`src/rtl/alu_reg_seq.sv`:
```
// Sequencer for one register-to-register ALU operation: read the two sources,
// execute on an external ALU, write the result back, then pulse done.
module alu_reg_seq (
    input  logic        clk,
    input  logic        rst,
    input  logic        start,
    input  logic [2:0]  op,
    input  logic [4:0]  rs,
    input  logic [4:0]  rt,
    input  logic [4:0]  rd,
    output logic [4:0]  ra_addr,
    output logic [4:0]  rb_addr,
    input  logic [31:0] ra_data,
    input  logic [31:0] rb_data,
    output logic [4:0]  w_addr,
    output logic [31:0] w_data,
    output logic        we,
    output logic [31:0] alu_a,
    output logic [31:0] alu_b,
    output logic [2:0]  alu_op,
    input  logic [31:0] alu_f,
    input  logic        alu_zf,
    input  logic        alu_of,
    output logic        busy,
    output logic        done,
    output logic        zf,
    output logic        of,
    output logic        wb_skip
);

    typedef enum logic [2:0] {
        S_IDLE = 3'd0,
        S_READ = 3'd1,
        S_EXEC = 3'd2,
        S_WB   = 3'd3,
        S_DONE = 3'd4
    } state_t;

    state_t      state_q;
    logic [2:0]  op_q;
    logic [4:0]  rd_q;
    logic [4:0]  ra_addr_q;
    logic [4:0]  rb_addr_q;
    logic [31:0] alu_a_q;
    logic [31:0] alu_b_q;
    logic [2:0]  alu_op_q;
    logic [4:0]  w_addr_q;
    logic [31:0] w_data_q;
    logic        we_q;
    logic        skip_q;
    logic        busy_q;
    logic        done_q;
    logic        zf_q;
    logic        of_q;
    logic        wb_skip_q;
    logic        skip_d;

    // Write-back is dropped for r0 and for signed overflow on add/sub.
    always_comb begin
        skip_d = (rd_q == 5'd0) ||
                 (alu_of && ((op_q == 3'b100) || (op_q == 3'b101)));
    end

    // Sequencer state and registered output drive; the operand registers A/B
    // are the ALU drive registers and are cleared once EXEC is over.
    always_ff @(posedge clk) begin
        if (rst) begin
            state_q   <= S_IDLE;
            op_q      <= 3'd0;
            rd_q      <= 5'd0;
            ra_addr_q <= 5'd0;
            rb_addr_q <= 5'd0;
            alu_a_q   <= 32'd0;
            alu_b_q   <= 32'd0;
            alu_op_q  <= 3'd0;
            w_addr_q  <= 5'd0;
            w_data_q  <= 32'd0;
            we_q      <= 1'b0;
            skip_q    <= 1'b0;
            busy_q    <= 1'b0;
            done_q    <= 1'b0;
            zf_q      <= 1'b0;
            of_q      <= 1'b0;
            wb_skip_q <= 1'b0;
        end else begin
            case (state_q)
                S_IDLE: begin
                    if (start) begin
                        op_q      <= op;
                        rd_q      <= rd;
                        ra_addr_q <= rs;
                        rb_addr_q <= rt;
                        busy_q    <= 1'b1;
                        state_q   <= S_READ;
                    end else begin
                        state_q   <= S_IDLE;
                    end
                end
                S_READ: begin
                    ra_addr_q <= 5'd0;
                    rb_addr_q <= 5'd0;
                    alu_a_q   <= ra_data;
                    alu_b_q   <= rb_data;
                    alu_op_q  <= op_q;
                    state_q   <= S_EXEC;
                end
                S_EXEC: begin
                    alu_a_q   <= 32'd0;
                    alu_b_q   <= 32'd0;
                    alu_op_q  <= 3'd0;
                    w_data_q  <= alu_f;
                    w_addr_q  <= rd_q;
                    zf_q      <= alu_zf;
                    of_q      <= alu_of;
                    skip_q    <= skip_d;
                    we_q      <= ~skip_d;
                    state_q   <= S_WB;
                end
                S_WB: begin
                    w_addr_q  <= 5'd0;
                    w_data_q  <= 32'd0;
                    we_q      <= 1'b0;
                    wb_skip_q <= skip_q;
                    done_q    <= 1'b1;
                    state_q   <= S_DONE;
                end
                S_DONE: begin
                    done_q    <= 1'b0;
                    busy_q    <= 1'b0;
                    state_q   <= S_IDLE;
                end
                default: begin
                    we_q      <= 1'b0;
                    done_q    <= 1'b0;
                    busy_q    <= 1'b0;
                    state_q   <= S_IDLE;
                end
            endcase
        end
    end

    assign ra_addr = ra_addr_q;
    assign rb_addr = rb_addr_q;
    assign alu_a   = alu_a_q;
    assign alu_b   = alu_b_q;
    assign alu_op  = alu_op_q;
    assign w_addr  = w_addr_q;
    assign w_data  = w_data_q;
    // A reset raised during WB must also stop the write landing at that edge.
    assign we      = we_q & ~rst;
    assign busy    = busy_q;
    assign done    = done_q;
    assign zf      = zf_q;
    assign of      = of_q;
    assign wb_skip = wb_skip_q;

endmodule

```
`config.mk`:
```
export PLATFORM = sky130hd
export DESIGN_NAME = alu_reg_seq
export DESIGN_NICKNAME = d
export VERILOG_FILES = /design/src/rtl/alu_reg_seq.sv
export SDC_FILE = /design/constraint.sdc
export NUM_CORES = 1
export LEC_CHECK = 0
export ABC_AREA = 1
export ABC_CLOCK_PERIOD_IN_PS = 1900
export BUFFER_PORTS_ARGS = -buffer_cell sky130_fd_sc_hd__buf_4
export CAP_MARGIN = 0
export CORE_MARGIN = 10
export CORE_UTILIZATION = 45
export CTS_CLUSTER_SIZE = 28
export DETAILED_ROUTE_END_ITERATION = 7
export PLACE_DENSITY = 0.79
export SETUP_SLACK_MARGIN = 0.3
export SLEW_MARGIN = 25
export SYNTH_ARGS = -nofsm -noshare
export SYNTH_HDL_FRONTEND = slang
export SYNTH_SLANG_ARGS = --single-unit
export TNS_END_PERCENT = 50
```
`constraint.sdc`:
```
create_clock -name clk -period 1.9 [get_ports clk]
set_input_delay 0.38 -clock clk [delete_from_list [all_inputs] [get_ports clk]]
set_output_delay 0.38 -clock clk [all_outputs]
set_load 0.01 [all_outputs]
```
Word-level counts from Yosys, hierarchy flattened
Index checks and enable logic that the tools add are counted.

Register bits: 132. Output and inout bits: 120. Logic and storage cells: 57.

Reductions and logical operators: 14. Bitwise gates (word level): 4. Equality and inequality tests: 7. Multiplexer cells: 15.

Operators by type and width (count): case mux 32 bit (2 select lines) (3); case mux 5 bit (2 select lines) (3); case mux 3 bit (4 select lines) (1); 2-to-1 mux 5 bit (2); equality test 3 bit, second input constant (3); OR reduction 3 bit (3); equality test 3 x 2 -> 1 bit, second input constant (2); case mux 1 bit (2 select lines) (3); case mux 3 bit (2 select lines) (1); AND reduction 2 bit (3); nonzero test 2 bit (3); zero test 5 bit (1); equality test 3 x 1 -> 1 bit, second input constant (1); zero test 3 bit (1); NOT 1 bit (3); logical OR 1 bit (2); 2-to-1 mux 1 bit (2); != test 2 bit, second input constant (1); AND 1 bit (1); logical AND 1 bit (1).

Logic depth before layout (Yosys ltp)
Gate-level depths: netlist (run 1).

Depth in word-level cells: 6. Gate-level depth with buffers: 7. Mapped depth without buffers: 6.

Worst setup path after synthesis (run 1)
Ideal clock, no wire load.

Path kind: input to register. From: input rst. To: register alu_b_q[0] (netlist: alu_b[0]). Path slack: 0.622 ns. Data required time: 1.768 ns. Path buffers: 3. Arrival: 1.146 ns. Stages: 4. Path through: clkbuf_1 > clkbuf_1 > buf_1 > a21oi_1.

RTL lines: start: declaration (line 5) `input logic rst,`; end signal: assignment (line 103) `alu_b_q <= rb_data;`; end: declaration (line 45) `logic [31:0] alu_b_q;`.

No word-level cell between the ends.

Final worst setup path (run 1)
From: register we_q. To: output we.

Cells in the longest elaborated chain, start to end: 1.

RTL lines: start: declaration (line 49) `logic we_q;`; start signal: assignment (line 116) `we_q <= ~skip_d;`; AND 1 bit (line 150) `assign we = we_q & ~rst;`; end: declaration (line 17) `output logic we,`.

No other way between the ends.

==> results.md, run 1 <==
Synthesis:
- The instance count of the mapped netlist is a little under 600.
- By area, the combinational part of the netlist is dominated by simple AND/OR/NAND/NOR gates.
- The post-synthesis share of cell area spent on and, or, nand and nor gates is a little under a quarter.
- In this run, synthesis produced a sequential element count of 132.
- After synthesis, the share of cell area in mux cells is 0%.
- The per-instance average area after synthesis is 7.905 um2.
- Yosys printed 0 warnings.
- The total standard cell area after synthesis is about 4700 um2.
- The area fraction in compound gates after synthesis is between 10% and 20%.
- The adder and majority cell fraction of the synthesized area is 0%.
- The number of nets in the synthesized netlist is a little over 700.
- Summing the areas of all xor and xnor instances in the mapped netlist gives 0% of the synthesized area.
- Sequential elements use between 50% and 60% of the synthesized area.
- The distinct cell type count of the synthesized netlist is 15.

Setup path:
- The launching element of the worst setup path is we_q.
- Along the worst path, the maximum fanout reaches 2.
- The worst reg2reg path startpoint is state_q[1].
- The worst register-to-register path ends at rb_addr[4].
- The delay of the slowest cell on the worst path is a little over 0.3 ns.
- STA classifies the critical path startpoint as a register.
- The worst-case register-to-register setup slack is 0.51 ns.
- STA puts the critical path data required time at approximately 1.5 ns.
- The worst setup path is captured at an output port.
- The family with the most delay on the worst path is flip-flops.
- The worst setup path is of the register to output port kind.
- The slowest cell on the critical path is sky130_fd_sc_hd__dfxtp_1.
- The number of buffers and inverters on the critical path is 2.
- The critical path goes through inv_1 -> nor2_1 -> buf_4.
- The data arrival time of the critical path is about 1.1 ns.
- The number of cells traversed by the worst register-to-register path is 5.

Place:
- The number of port buffers is 238.
- Routability-driven placement finished with a final weighted congestion of about 0.89.
- Detailed placement ended at an HPWL of about 12000 um.
- The area of placed instances is 6516 um2.

Floorplan:
- The initial utilization of the core area, before any placement, comes to a little under half.
- The boundary pin count is between 200 and 250.
- The floorplan step set the die width to between 100 and 150 um.
- The total die area is around 15000 um2.
- The number of cell rows is 37.
- The floorplan step defined a core boundary enclosing between 10000 and 15000 um2.
- The height of the die is approximately 120 um.

Route:
- The violation count after the first detailed-routing iteration is approximately 350.
- The per-cell routed wire length is between 15 and 20 um.
- Once detail routing completed, the nets flagged for antenna violations numbered 0.
- The pre-antenna-repair detailed-routing pass consisted of 5 iterations.
- The number of DRC violations after detailed routing is 0.
- After detailed routing, the number of vias per cell comes to roughly 5.
- The detailed-route wire length is about 16000 um.
- The via count is about 5000.

Timing:
- The normalized max-slew margin is between 50% and 60%.
- The measured slew at the worst slew-check pin is between 0.6 and 0.7 ns.
- The maximum frequency from static timing analysis is 680.2 MHz.
- Setup violations remaining at the end of the flow were counted as 0.
- The worst hold slack is 0.07864 ns.
- Setup repair after global routing left no endpoint under its margin.
- After layout, the minimum clock period comes to ~1.5 ns.
- The count of endpoints failing hold in the final timing report is 0.
- Adding up every negative setup slack in the final design gives 0 ns.
- Across the routed clock network, the largest skew measured is ~0.0064 ns.
- The post-route fraction of the period consumed by the critical path is between 70% and 80%.
- The number of slew-limit violations in the final report is 0.

Final layout:
- After routing the design area is 7177 um2.
- The post-synthesis to final-layout area growth is 53.62%.
- The number of nets in the layout is approximately 930.
- The antenna cell count is 0.
- The share of cells above drive strength 1 is 34.38%.

Hold path:
- The destination of the worst hold path is rb_addr[2].
- Along the worst hold path, the cell count comes to 3.
- The type of the most critical hold path is primary input to register.
- The source of the worst hold timing path is rt[2].

GRT:
- The global-route wire length before repair is about 25000 um.
- The overall fraction of global-route tracks in use is 20.52%.
- The routing usage on met3 is under 10%.
- The initial antenna violation count is 0.
- For this run, global-route usage on met2 was measured as between 30% and 40%.
- The most used routing layer is met2.
- Global routing consumed, on the met1 layer, between 20% and 30% of the routing resources.
- Entering global routing, the biggest net connects 65 pins.
- The leftover overflow at the end of global routing is 0.
- The number of global-route vias before repair came to between 4000 and 5000.

Pwr:
- The internal power of the cells totals about 0.006 W.
- The switching power summed over all nets is just under 0.002 W.
- The clock network accounts for between 40 and 50% of the total power.
- Net switching is about 25% of the power.
- The combinational fraction of design power is 15.1%.
- In this run the static leakage power is 3.117 nW.
- The maximum vdd ir drop is 635.3 uV.
- The sequential fraction of design power is approximately two fifths.
- In this run the power density over the cells is 1092 nW/um2.

Clock tree:
- At the later pin of the worst-skew pair, clock insertion delay measures around 0.51 ns.
- In this run the post-CTS setup repair buffer count came out at 0.
- The TritonCTS clock tree is yes.
- No sink is reached through more buffers than the 2 on the longest clock path.
- The CTS clock-pin slew for the worst setup and hold paths is 0.06 ns.
- Counting the buffers created by CTS gives 17.
- In this run the number of H-tree levels came out at 4.
- The clock sink count is approximately 130.
- The buffer type at the clock tree root is sky130_fd_sc_hd__clkbuf_8.

Outcome:
- The flow ran to the end, and the final reports show no timing, DRC or antenna violations.

Job:
- Max-cap violations in this run came to 0.
worst max path at each step:
stage                      end  depth (start not counted)
finish                      we                          3
global route        rb_addr[4]                          5
CTS                         we                          3
detailed placement  ra_addr[4]                          5
global placement    ra_addr[0]                          5
floorplan             alu_b[0]                          4
per-layer routing:
layer	share of wire, %	routed length [um]
met5	0	0
met4	2.5	400
met3	9.3	1497
met2	49	7862
met1	40	6399
state kept, by name (all words and copies together), names as in the netlist, 3 cells and up:
signal	flops
ra_addr	5
state_q	3
rd_q	5
rb_addr	5
op_q	3
alu_b	32
alu_a	32
alu_op	3
w_data	32
w_addr	5
cells in the final DEF, fill, tap and decap left out:
master / n
sky130_fd_sc_hd__clkinv_2: 1
sky130_fd_sc_hd__inv_1: 9
sky130_fd_sc_hd__clkbuf_16: 16
sky130_fd_sc_hd__dfxtp_1: 132
sky130_fd_sc_hd__nand3b_1: 1
sky130_fd_sc_hd__buf_12: 1
sky130_fd_sc_hd__a21oi_1: 109
sky130_fd_sc_hd__bufinv_16: 5
sky130_fd_sc_hd__nand3_1: 71
sky130_fd_sc_hd__inv_6: 1
sky130_fd_sc_hd__buf_4: 246
sky130_fd_sc_hd__nor2_1: 25
sky130_fd_sc_hd__o21ai_0: 23
sky130_fd_sc_hd__nor2_2: 1
sky130_fd_sc_hd__buf_6: 1
sky130_fd_sc_hd__nand2_1: 170
sky130_fd_sc_hd__inv_2: 2
sky130_fd_sc_hd__nand4_1: 1
sky130_fd_sc_hd__clkinvlp_4: 1
sky130_fd_sc_hd__nand3_2: 2
sky130_fd_sc_hd__clkbuf_1: 1
sky130_fd_sc_hd__clkbuf_8: 4
sky130_fd_sc_hd__clkinv_4: 3
area by class of cell:
cell class                      instances  area, um2
Sequential cell                       132       2643
Clock inverter                         11      197.7
Fill cell                             807       3054
Inverter                               11      41.29
Clock buffer                           21      459.2
Multi-Input combinational cell        403       1788
Tap cell                              136      170.2
Timing Repair Buffer                  248       1878
through the flow:
| step | instances | utilization [%] | worst slack [ns] | total power, W |
|---|---|---|---|---|
| 6_report | 962 | 70.15 | 0.4299 | 0.007834 |
| 5_1_grt | 962 | 70.15 | 0.3280 | 0.008164 |
| 4_1_cts | 962 | 70.11 | 0.3863 | 0.007903 |
| 3_5_place_dp | 930 | 63.69 | 0.4115 | 0.004328 |
| 3_3_place_gp | 930 | 63.69 | 0.5171 | 0.004287 |
| 2_1_floorplan | 591 | - | 0.6217 | 0.003714 |
power by group through the flow:
stage	sequential [W]	clock, W	combinational (W)
final	0.00309	0.00356	0.00118
after global routing	0.00311	0.00376	0.00130
after CTS	0.00309	0.00363	0.00119
after detailed placement	0.00314	0	0.00119
after global placement	0.00313	0	0.00115
after floorplan	0.00321	0	0.000506
synth_stat cells, drive strengths merged:
cell type | number | area, um2
o21ai | 23 | 115.1
nand3b | 1 | 7.510
clkbuf | 19 | 71.32
nand3 | 73 | 370.4
inv | 11 | 41.29
buf | 26 | 136.4
nand2 | 170 | 638.1
a21oi | 109 | 545.5
nor2 | 26 | 97.59
dfxtp | 132 | 2643
nand4 | 1 | 6.260
tightest hold or removal path: stages:
cell and delay (ns):
sky130_fd_sc_hd__buf_4 0.08, sky130_fd_sc_hd__nand2_1 0.04, sky130_fd_sc_hd__o21ai_0 0.05
cell families after synthesis:
group / count (synthesis)
buf+inv: 56
simple gates: 271
flops: 132
compound gates: 132
repair_timing:
action | 4_1_cts | 5_1_grt
hold buffers | 0 | 0
setup endpoints to repair | 0 | 10
gates resized for setup | 0 | 1
No activity file was read; power rests on OpenSTA's default activity.
==> run 2: changes to the inputs <==
--- a/config.mk
+++ b/config.mk
@@ -5,12 +5,12 @@
 export SDC_FILE = /design/constraint.sdc
 export NUM_CORES = 1
 export LEC_CHECK = 0
-export ABC_AREA = 1
-export ABC_CLOCK_PERIOD_IN_PS = 1900
+export ABC_AREA = 0
+export ABC_CLOCK_PERIOD_IN_PS = 1400
 export BUFFER_PORTS_ARGS = -buffer_cell sky130_fd_sc_hd__buf_4
 export CAP_MARGIN = 0
 export CORE_MARGIN = 10
-export CORE_UTILIZATION = 45
+export CORE_UTILIZATION = 44
 export CTS_CLUSTER_SIZE = 28
 export DETAILED_ROUTE_END_ITERATION = 7
 export PLACE_DENSITY = 0.79
==> constraint.sdc (replaced) <==
create_clock -name clk -period 1.4 [get_ports clk]
set_input_delay 0.28 -clock clk [delete_from_list [all_inputs] [get_ports clk]]
set_output_delay 0.28 -clock clk [all_outputs]
set_load 0.01 [all_outputs]
==> results.md, run 2 <==
Outcome:
- The run finished, with violations left.
- The checks that failed: setup timing.

Setup path:
- For this run, the slowest stage of the critical path takes between 0.4 and 0.5 ns.
- Traced cell by cell, the critical path runs through buf_12 -> nor2b_4 -> buf_12 -> buf_12 -> buf_16 -> nand3b_1 -> a21oi_2.
- The data arrival time of the critical path is between 2 and 2.5 ns.
- Of all nets on the critical path, the largest fanout is 5.
- The endpoint of the worst register-to-register path is w_data[8].
- The startpoint type of the worst setup path is a register.
- The number of cells traversed by the worst register-to-register path is 7.
- The critical path contains buffers and inverters numbering 4 combined.
- The cell occurring most often along the worst timing path is sky130_fd_sc_hd__buf_12.
- For the worst setup path, the data required time is around 1.9 ns.
- The setup check on the worst reg-to-reg path leaves a slack of -0.22 ns.
- The worst setup path is captured at a register.
- On the critical path the largest part of the delay comes from buffers and inverters.
- The startpoint identified for the worst register-to-register timing path is state_q[1].
- The launching element of the worst setup path is state_q[1].
- The critical setup path kind is register to register.
- The slowest cell on the critical path is sky130_fd_sc_hd__dfxtp_4.

Hold path:
- The count of cells along the worst hold path is 3.
- The source of the worst hold timing path is op[0].
- The type of the most critical hold path is primary input to register.
- The destination of the worst hold path is op_q[0].

Floorplan:
- The core region is between 9000 and 10000 um2.
- The boundary pin count is roughly 240.
- The die is roughly 120 um tall.
- The number of cell rows is 36.
- The die is roughly 120 um wide.
- The initial cell density of the core is 45.56%.
- The total die area is around 15000 um2.

Final layout:
- The library cell used most frequently in the layout, excluding fill and tap cells, is sky130_fd_sc_hd__buf_4.
- For this run, the post-layout net count is 910.
- The post-synthesis to final-layout area growth is 109.6%.
- In the layout the commonest cells are 212 x sky130_fd_sc_hd__buf_4, 78 x sky130_fd_sc_hd__dfxtp_1, 78 x sky130_fd_sc_hd__dlygate4sd3_1.
- The layout has 194 filler cells.
- In the final layout, the share of cells above drive strength 1 is between 50% and 60%.
- The final core utilization is a little over nine tenths.

Pwr:
- For this design the total switching power over the nets is between 0.003 and 0.004 W.
- The combinational fraction of design power is between 20 and 30%.
- Registers are responsible for 35.9% of the overall power.
- The clock network burns around two fifths of the power.
- For this design the static power due to leakage is ~4.1 nW.
- Across the VDD grid, the largest voltage drop is roughly 880 uV.
- Net switching is between 20 and 30% of the power.
- For this design the ratio of total power to cell area is 1272 nW/um2.
- The internal power of the cells totals 0.008540 W.

Timing:
- The final period demand of the worst path is approximately 1.6 ns.
- The count of endpoints failing hold in the final timing report is 0.
- At the pin with the least slew margin, the transition time is roughly 0.50 ns.
- Setup repair after global routing could not meet its margin everywhere.
- After routing, the total negative slack on setup checks comes to -9.501 ns.
- The number of setup violations in the final report is around 120.
- The maximum frequency from static timing analysis is around 620 MHz.
- The final clock skew is approximately 0.0086 ns.
- The number of slew-limit violations in the final report is 0.
- The setup slack of the critical path after layout is -0.2179 ns.
- The post-route fraction of the period consumed by the critical path is 115.6%.
- The normalized max-slew margin is about two thirds.

Clock tree:
- The clock sink count is 132.
- The buffer type at the clock tree root is sky130_fd_sc_hd__clkbuf_8.
- TritonCTS created 17 clock buffers.
- Clock-pin slew was measured on the worst setup and hold paths at roughly 0.07 ns.
- The TritonCTS clock tree is yes.
- For the worst-skew pair, the clock arrives at the later sink with an insertion delay of 0.53 ns.
- The maximum level of the CTS H-tree is 4.
- The buffer depth of the longest clock path is 2.

Route:
- After detailed routing, the average wire length per cell comes to between 30 and 40 um.
- The detailed-route wire length is 30100 um.
- After detailed routing, the number of remaining DRC violations is 0.
- The number of optimization iterations in the first detailed-route pass is 5.
- The via count is around 6000.
- The post-route antenna net violation count is 0.
- In the routed layout, each cell is associated on average with a via count of 6.403.
- The violation count after the first detailed-routing iteration is between 800 and 900.

Place:
- The final weighted congestion of routability-driven global placement is 0.8325.
- The wire-length estimate of the detail-placed layout is roughly 11000 um.
- The number of port buffers is 238.

GRT:
- The global-route wire length before repair is between 30000 and 40000 um.
- The leftover overflow at the end of global routing is 0.
- The initial antenna violation count was 3.
- The overall fraction of global-route tracks in use is roughly 28%.
- The maximum number of pins on one net before global-route repair is 45.
- The number of global-route vias before repair is ~5300.

Synthesis:
- After synthesis, the most frequently instantiated cells are 132 x sky130_fd_sc_hd__dfxtp_1, 77 x sky130_fd_sc_hd__a22o_1, 55 x sky130_fd_sc_hd__nand2_1.
- The total standard cell area after synthesis is ~4500 um2.
- The most instantiated library cell after synthesis is sky130_fd_sc_hd__dfxtp_1.
- The per-instance average area after synthesis is 10.73 um2.
- The share of synthesized area in the top cell type comes to between 50% and 60%.
- The number of nets in the synthesized netlist is ~540.
- The instance count of the mapped netlist is 419.
- Yosys mapped a number of flops with a built-in enable equal to 0.
- After synthesis, the netlist uses 31 different library cells.
- Yosys printed 0 warnings.
- Counting flops with an async set or reset pin after synthesis yields a share of 0%.
- In the synthesized netlist the dominant register cell turns out to be sky130_fd_sc_hd__dfxtp_1.
- By area the synthesized netlist is led by sky130_fd_sc_hd__dfxtp_1 59%, sky130_fd_sc_hd__a22o_1 15%, sky130_fd_sc_hd__nand3b_1 6.7%.
- The part of the Yosys area used for sequential elements is around 59%.
- The flop and latch count out of synthesis is ~130.
- sky130_fd_sc_hd__dfxtp_1 takes more of the synthesized area than any other cell.

Job:
- The tool flagged a number of max-cap violations equal to 0.
## run 2: layer usage
| metal | part of all wire, % | global-route usage [%] |
|---|---|---|
| met5 | 0 | 0 |
| met4 | 9.1 | 10.86 |
| met3 | 12 | 9.772 |
| met2 | 47 | 48.95 |
| met1 | 31 | 29.24 |
## run 2: how the worst max path moves through the flow
stage                      to  cells past startpoint
floorplan            alu_a[0]                      5
global placement    alu_op[0]                      4
global route        alu_b[31]                      5
detailed placement  alu_a[20]                      4
CTS                        we                      2
finish              w_data[8]                      7
## run 2: tightest hold or removal path, cell delays in order
cell	delay, ns
sky130_fd_sc_hd__buf_4	0.11
sky130_fd_sc_hd__nand2_1	0.06
sky130_fd_sc_hd__a21oi_1	0.06
## run 2: cell type report
cell class / count / area [um2] / share of cell area (%)
Timing Repair Buffer: 389 / 3901 / 41.42
Sequential cell: 132 / 2720 / 28.88
Multi-Input combinational cell: 249 / 2021 / 21.45
Clock buffer: 22 / 462.9 / 4.915
Tap cell: 133 / 166.4 / 1.767
Clock inverter: 9 / 127.6 / 1.355
Antenna cell: 5 / 12.51 / 0.1328
Inverter: 2 / 7.507 / 0.07970
## run 2: per-stage QoR
stage | instance area, um2 | hold slack, ns | power [W] | cells | setup slack (ns)
CTS | 8676 | 0.0007839 | 0.01108 | 917 | 0.0006078
detailed placement | 6494 | 0.4467 | 0.005842 | 771 | -0.02057
global route | 9419 | 0.04221 | 0.01214 | 941 | -0.2140
global placement | 6494 | 0.4383 | 0.005790 | 771 | 0.04361
floorplan | 4572 | 0.4055 | 0.005011 | 419 | 0.1741
finish | 9419 | 0.02233 | 0.01198 | 941 | -0.2179
## run 2: power groups by stage
stage          Clock, W  Combinational, W  Sequential (W)
4_1_cts         0.00448           0.00241         0.00419
6_report        0.00467           0.00301         0.00431
2_1_floorplan         0          0.000674         0.00434
3_3_place_gp          0           0.00154         0.00425
3_5_place_dp          0           0.00158         0.00426
5_1_grt         0.00475           0.00308         0.00431
## run 2: cells by family (layout without fill, tap and decap cells)
group | after synthesis | after routing | synth area share [%]
flip-flops | 132 | 132 | 58.80
AO/OA/AOI/OAI | 130 | 131 | 21.16
AND/OR/NAND/NOR | 115 | 115 | 14.89
buffers and inverters | 39 | 422 | 4.510
multiplexers | 2 | 2 | 0.4455
XOR/XNOR | 1 | 1 | 0.1949
other | 0 | 5 | 0
## run 2: timing repair
action	CTS	global route
hold endpoints to repair	78	0
cloned	16	2
pin swaps	19	64
endpoints found under the setup margin	247	249
resized for setup	56	173
hold buffers	78	0
setup buffers	21	17
